$ cat config.mk
export PLATFORM = sky130hd
export DESIGN_NAME = pixel_packer
export DESIGN_NICKNAME = d
export VERILOG_FILES = /design/src/rtl/pixel_packer.sv
export SDC_FILE = /design/constraint.sdc
export NUM_CORES = 1
export LEC_CHECK = 0
export CORE_MARGIN = 10
export CORE_UTILIZATION = 50
export CTS_CLUSTER_DIAMETER = 50
export CTS_CLUSTER_SIZE = 8
export DETAILED_ROUTE_END_ITERATION = 7
export GPL_ROUTABILITY_DRIVEN = 0
export PLACE_DENSITY = 0.87
export SLEW_MARGIN = 15
export SYNTH_ARGS = -nofsm -noshare
export SYNTH_HDL_FRONTEND = slang
export SYNTH_SLANG_ARGS = --single-unit
export TNS_END_PERCENT = 100
$ cat constraint.sdc
create_clock -name clk -period 6.9 [get_ports clk]
set_input_delay 1.035 -clock clk [delete_from_list [all_inputs] [get_ports clk]]
set_output_delay 1.035 -clock clk [all_outputs]
set_load 0.02 [all_outputs]
$ cat src/rtl/pixel_packer.sv
// Packs PIX_PER_WORD narrow pixels into one frame-buffer word and caps each frame at 2^ADDR_WIDTH words.
// Optional feature: define PARTIAL_FLUSH_EN to pad and write a partial word on eof.
module pixel_packer #(
    parameter int unsigned          PIX_WIDTH  = 8,
    parameter int unsigned          DATA_WIDTH = 32,
    parameter int unsigned          ADDR_WIDTH = 3,
    parameter logic [PIX_WIDTH-1:0] PAD_VALUE  = '0
) (
    input  logic                  clk,
    input  logic                  reset,
    input  logic                  pix_valid,
    input  logic [PIX_WIDTH-1:0]  pix_data,
    input  logic                  sof,
    input  logic                  eof,
    output logic                  wr_en_out,
    output logic [DATA_WIDTH-1:0] data_out,
    output logic                  frame_done,
    output logic                  overflow,
    output logic [ADDR_WIDTH:0]   word_cnt
);

    localparam int unsigned PIX_PER_WORD = DATA_WIDTH / PIX_WIDTH;
    localparam int unsigned LANE_W       = (PIX_PER_WORD > 1) ? $clog2(PIX_PER_WORD) : 1;
    localparam int unsigned CNT_W        = ADDR_WIDTH + 1;
    localparam int unsigned CAP_WORDS    = 1 << ADDR_WIDTH;

`ifdef PARTIAL_FLUSH_EN
    localparam bit FLUSH_EN = 1'b1;
`else
    localparam bit FLUSH_EN = 1'b0;
`endif

    typedef enum logic [1:0] {
        IDLE = 2'd0,
        PACK = 2'd1,
        FULL = 2'd2
    } state_t;

    state_t                state;
    logic [LANE_W-1:0]     lane;
    logic [DATA_WIDTH-1:0] shreg;

    logic                  accept_c;
    logic                  word_done_c;
    logic                  write_c;
    logic                  cap_hit_c;
    logic [LANE_W-1:0]     eff_lane_c;
    logic [CNT_W-1:0]      base_cnt_c;
    logic [CNT_W-1:0]      next_cnt_c;
    logic [DATA_WIDTH-1:0] assembled_c;

    // A sof pixel always lands in lane 0 of a fresh word; lanes above the new pixel read as padding.
    always_comb begin
        eff_lane_c  = (sof || (state == IDLE)) ? '0 : lane;
        base_cnt_c  = sof ? '0 : word_cnt;
        accept_c    = pix_valid && (sof || (state == PACK));
        word_done_c = (eff_lane_c == LANE_W'(PIX_PER_WORD - 1));
        write_c     = accept_c && (word_done_c || (eof && FLUSH_EN));
        next_cnt_c  = base_cnt_c + CNT_W'(write_c);
        cap_hit_c   = write_c && (next_cnt_c == CNT_W'(CAP_WORDS));
        assembled_c = '0;
        for (int unsigned i = 0; i < PIX_PER_WORD; i++) begin
            if (i < 32'(eff_lane_c))
                assembled_c[i*PIX_WIDTH +: PIX_WIDTH] = shreg[i*PIX_WIDTH +: PIX_WIDTH];
            else if (i == 32'(eff_lane_c))
                assembled_c[i*PIX_WIDTH +: PIX_WIDTH] = pix_data;
            else
                assembled_c[i*PIX_WIDTH +: PIX_WIDTH] = PAD_VALUE;
        end
    end

    always_ff @(posedge clk or negedge reset) begin
        if (!reset) begin
            state      <= IDLE;
            lane       <= '0;
            shreg      <= '0;
            data_out   <= '0;
            wr_en_out  <= 1'b1;
            frame_done <= 1'b0;
            overflow   <= 1'b0;
            word_cnt   <= '0;
        end else begin
            wr_en_out  <= 1'b1;
            frame_done <= 1'b0;
            if (accept_c) begin
                shreg    <= assembled_c;
                word_cnt <= next_cnt_c;
                if (sof)
                    overflow <= 1'b0;
                if (write_c) begin
                    data_out  <= assembled_c;
                    wr_en_out <= 1'b0;
                end
                if (eof) begin
                    frame_done <= 1'b1;
                    state      <= IDLE;
                    lane       <= '0;
                end else if (cap_hit_c) begin
                    frame_done <= 1'b1;
                    state      <= FULL;
                    lane       <= '0;
                end else begin
                    state <= PACK;
                    lane  <= word_done_c ? '0 : eff_lane_c + LANE_W'(1);
                end
            end else if (pix_valid && (state == FULL)) begin
                // Buffer is full: drop pixels until the frame ends or restarts.
                if (eof)
                    state <= IDLE;
                else
                    overflow <= 1'b1;
            end
        end
    end

endmodule

After elaboration in Yosys (flattened, before gate mapping) --
Index checks and enable logic that the tools add are counted.
Storage, ports and cells: bits in registers 67, output and inout port bits 39
Operators by class: add/subtract/negate cells 2, order comparisons 3, equality and inequality tests 9, multiplexer cells 26, reductions and logical operators 13
Operators with widths (count):
- two-way mux 8 bit | 7
- two-way mux 2 bit | 9
- two-way mux 1 bit | 9
- adder 4 x 1 -> 4 bit | 1
- equality test 2 bit, first input constant | 2
- equality test 2 bit, second input constant | 2
- equality test 4 bit, second input constant | 1
- logical AND 1 bit | 4
- zero test 2 bit | 2
- < comparator 1 x 2 -> 1 bit, first input constant | 2
- two-way mux 4 bit | 1
- AND reduction 2 bit | 2
- nonzero test 2 bit | 2
- AND reduction 3 bit | 1
- adder 2 x 1 -> 2 bit, second input constant | 1
- equality test 1 x 2 -> 1 bit, first input constant | 1
- equality test 2 x 1 -> 1 bit, second input constant | 1
- logical OR 1 bit | 2
- < comparator 2 bit, first input constant | 1
- inequality test 2 x 1 -> 1 bit, second input constant | 1
- inequality test 2 bit, second input constant | 1

Logic depth before layout (Yosys ltp) --
word-level depth 11, mapped depth 15

Worst setup path after synthesis --
No wires, ideal clock.
path kind input-to-reg, start in sof, end reg state[1], setup time 66 ps, arrival time 3504 ps, data required time 6834 ps, path slack 3330 ps, cell stages on the path 15, cells stage by stage o21ba_2 buf_2 nand2_1 inv_1 ha_1 nand2_1 o21bai_2 buf_4 inv_2 ha_1 ha_1 nor2_1 nand3_1 nor3_1 a22o_1
On the way: longest elaborated chain between the ends 10, elaborated cells between the ends (all ways) 16, those cells by class add/sub (1); eq/ne (2); mux (5); reduce/logical (8)
RTL lines:
- start: declaration | line 13 | input logic sof,
- logical OR 1 bit | line 54 | eff_lane_c = (sof || (state == IDLE)) ? '0 : lane;
- two-way mux 2 bit | line 54
- equality test 2 bit | line 57 | word_done_c = (eff_lane_c == LANE_W'(PIX_PER_WORD - 1));
- logical AND 1 bit | line 58 | write_c = accept_c && (word_done_c || (eof && FLUSH_EN));
- adder 4 x 1 -> 4 bit (*) | line 59 | next_cnt_c = base_cnt_c + CNT_W'(write_c);
- named net next_cnt_c[1] | line 49 | logic [CNT_W-1:0] next_cnt_c;
- equality test 4 bit (*) | line 60 | cap_hit_c = write_c && (next_cnt_c == CNT_W'(CAP_WORDS));
- logical AND 1 bit (*) | line 60
- two-way mux 2 bit (*) | line 98 | end else if (cap_hit_c) begin
- two-way mux 2 bit (*) | line 94 | if (eof) begin
- two-way mux 2 bit (*) | line 85 | if (accept_c) begin
- end signal: assignment | line 96 | state <= IDLE;
- end signal: assignment | line 100 | state <= FULL;
- end signal: assignment | line 103 | state <= PACK;
- end: declaration | line 39 | state_t state;
Mark *: on every way through the listed nets, which the timed path passes. The rest lies on a longest branch. A chain may end at the register's enable or synchronous reset.

Final worst setup path --
Ends and elaborated chain as after synthesis.

==> results.tsv <==
stage	metric	value	unit
setup_path	Crit Path Max Fanout	50	
hold_path	min-delay src	data_out[21]	
timing	maximum clock rate	0.210	GHz
hold_path	Hold Crit Endpoint	data_out[21]	
floorplan	die area	9490	sq um
timing	actual slew at the worst max-slew pin	1.01	ns
timing	Final period util	69.0	%
setup_path	Critical Path AT	5.04	ns
floorplan	DIE HEIGHT	97.4	um
hold_path	hold depth	2	
synthesis	Synth warnings	0	
flow_run	max cap viols	0	
cells_and_area	Fill cells	462	
synthesis	share of the synthesized area in the top cell type	55.1	%
timing	setup TNS	0	ns
clock_tree	CTS tree	built	
global_routing	gr usage total	14.1	%
placed_design	# port buffers	51	
synthesis	syn_nets	312	
global_routing	largest net degree at the start of global routing	68	
clock_tree	post_cts resized	0	
route	via total after detailed routing	2298	
floorplan	num ports	52	
timing	Pins Over Slew Limit	0	
route	Pre-antenna DRT Iters	4	
synthesis	Mean Syn Cell Area	10.3	sq um
clock_tree	Max Root-Sink Buffers	2	
timing	Fin. Hold Viols	0	
route	DR WL/cell	16.1	um
placed_design	DP HPWL	4530	um
setup_path	reg2reg start	state[1]	
setup_path	Crit path required time	7.18	ns
synthesis	Async SR Flop Fraction	100	%
cells_and_area	fraction of layout instances using a drive strength above 1	10.8	%
route	vias per cell	5.51	
setup_path	nature of the critical path endpoint	register	
synthesis	Synth area leaders	dfrtp_1, mux2_2, nand2_1	
global_routing	first-pass GRT wire length	11000	um
pwr	total power	798	uW
setup_path	FF-to-FF End	state[1]	
floorplan	# rows	28	
setup_path	FF-to-FF path depth	13	
clock_tree	Reg clk slew, reported paths	0.07	ns
timing	slew margin rel.	32.4	%
synthesis	EDFF count, synth	0	
global_routing	GRT overflow	0	
pwr	Max IR drop VDD	112	uV
timing	Clock Skew	0.00708	ns
setup_path	element type at the critical path start	input port	
route	DRC	0	
timing	RSZ-0062 raised after global routing	false	
route	Detail Route Antenna Nets	0	
timing	post-layout min period	4.76	ns
synthesis	synthesized flop and latch total	67	
synthesis	cells after synthesis	292	
hold_path	hold crit path type	reg -> reg	
clock_tree	clk_lat worst skew	0.34	ns
global_routing	vias in the first global route	2249	
clock_tree	Post-CTS Hold Buffers	0	
synthesis	Post-Syn Area	3000	sq um
timing	Final Setup Violations	0	
clock_tree	CTS Buf Count	9	
setup_path	kind of critical path	in -> reg	
clock_tree	clk sink count	67	
clock_tree	CTS H-tree depth	3	
synthesis	Seq/Total Area, Yosys	56.0	%
synthesis	Synth cell types	35	
pwr	pwr/cell area	215	nW/um^2
floorplan	Initial Util	50.9	%
clock_tree	postcts setup bufs	0	
cells_and_area	diode count	0	
synthesis	largest area contributor in the netlist	dfrtp_1	
run_status	status	completed	
cells_and_area	# nets final	358	
floorplan	die width	97.4	um
global_routing	initial antenna violation count	0	
synthesis	Synth Flop Type	dfrtp_1	
cells_and_area	Layout area overhead	23.7	%
setup_path	crit path from	sof	
pwr	LEAKAGE	0.00168	uW
setup_path	reg2reg setup slack	3.22	ns
cells_and_area	most frequent cells in the layout	dfrtp_1, nand2_1, clkdlybuf4s50_1	
route	initial drt markers	156	
route	Routed WL	6720	um
cells_and_area	most common cell after layout, fill and taps aside	dfrtp_1	
floorplan	Core Footprint	5890	sq um
clock_tree	CTS Root Cell	clkbuf_8	
kinds of logic after synthesis:
| logic type | share of synthesized area [%] |
|---|---|
| adder cells (fa/ha/maj) | 2.92 |
| XOR/XNOR | 0.292 |
| buffers and inverters | 3.38 |
| AO/OA/AOI/OAI | 12.9 |
| AND/OR/NAND/NOR | 14.7 |
| flip-flops | 56.0 |
| multiplexers | 9.77 |
synthesized netlist by cell type, drive strengths merged (2+ instances only):
master and n:
mux2 18, a21oi 10, ha 7, nor2 11
dfrtp 66, inv 6, o41ai 2, o21ai 38
a22o 2, clkbuf 8, nand2 55, a31oi 8
buf 9, nor2b 11, nand3 18, mux2i 9
power breakdown:
part / switching (uW) / internal [uW] / leakage (uW)
clock: 139 / 164 / 0.0000902
sequential: 10.2 / 409 / 0.000909
combinational: 43.8 / 31.1 / 0.000679
registers in the layout, summed over array words and instances (netlist names):
signal      flops
frame_done      1
state           2
data_out       32
wr_en_out       1
word_cnt        4
lane            2
overflow        1
shreg          24
per-layer routing:
layer,vias to the layer above,global-route usage [%],wire (um)
li1,1095,-,-
met4,0,8.17,192
met3,21,5.05,562
met5,-,0,0
met2,73,20.9,3130
met1,1109,17.3,2830
critical path, stage by stage:
cell             delay [ns]
clkdlybuf4s50_1        0.82
o21ba_2                0.31
nand2_1                0.29
inv_1                  0.14
ha_1                   0.20
nand2_1                0.08
o21bai_4               0.43
inv_2                  0.23
ha_1                   0.28
ha_1                   0.29
nor2_1                 0.14
nand3_1                0.09
nor3_1                 0.47
a22o_1                 0.23
cell type report:
class / instances / area (sq um) / share of cell area, %
timing repair buffer: 52 / 513 / 13.8
tap: 75 / 93.8 / 2.53
clock inverter: 3 / 40.0 / 1.08
inverter: 6 / 22.5 / 0.607
sequential: 67 / 1680 / 45.3
clock buffer: 12 / 135 / 3.64
multi-input combinational: 202 / 1220 / 33.0
metrics by stage:
stage / setup slack [ns] / area (sq um) / cells / hold WS (ns) / util (%)
after floorplan: 3.33 / 3000 / 292 / 0.435 / -
after CTS: 2.19 / 3710 / 417 / 0.486 / 63.0
after detailed placement: 1.80 / 3530 / 402 / 0.470 / 60.0
final: 2.14 / 3710 / 417 / 0.481 / 63.0
after global placement: 1.99 / 3530 / 402 / 0.455 / 60.0
after global routing: 1.82 / 3710 / 417 / 0.514 / 63.0
how the worst max path moves through the flow:
stage,endpoint,cells past startpoint
floorplan,state[1],15
global placement,state[1],14
detailed placement,lane[0],14
CTS,state[1],14
global route,state[1],14
finish,state[1],14
Note: power is estimated with default switching activity, not from simulation.
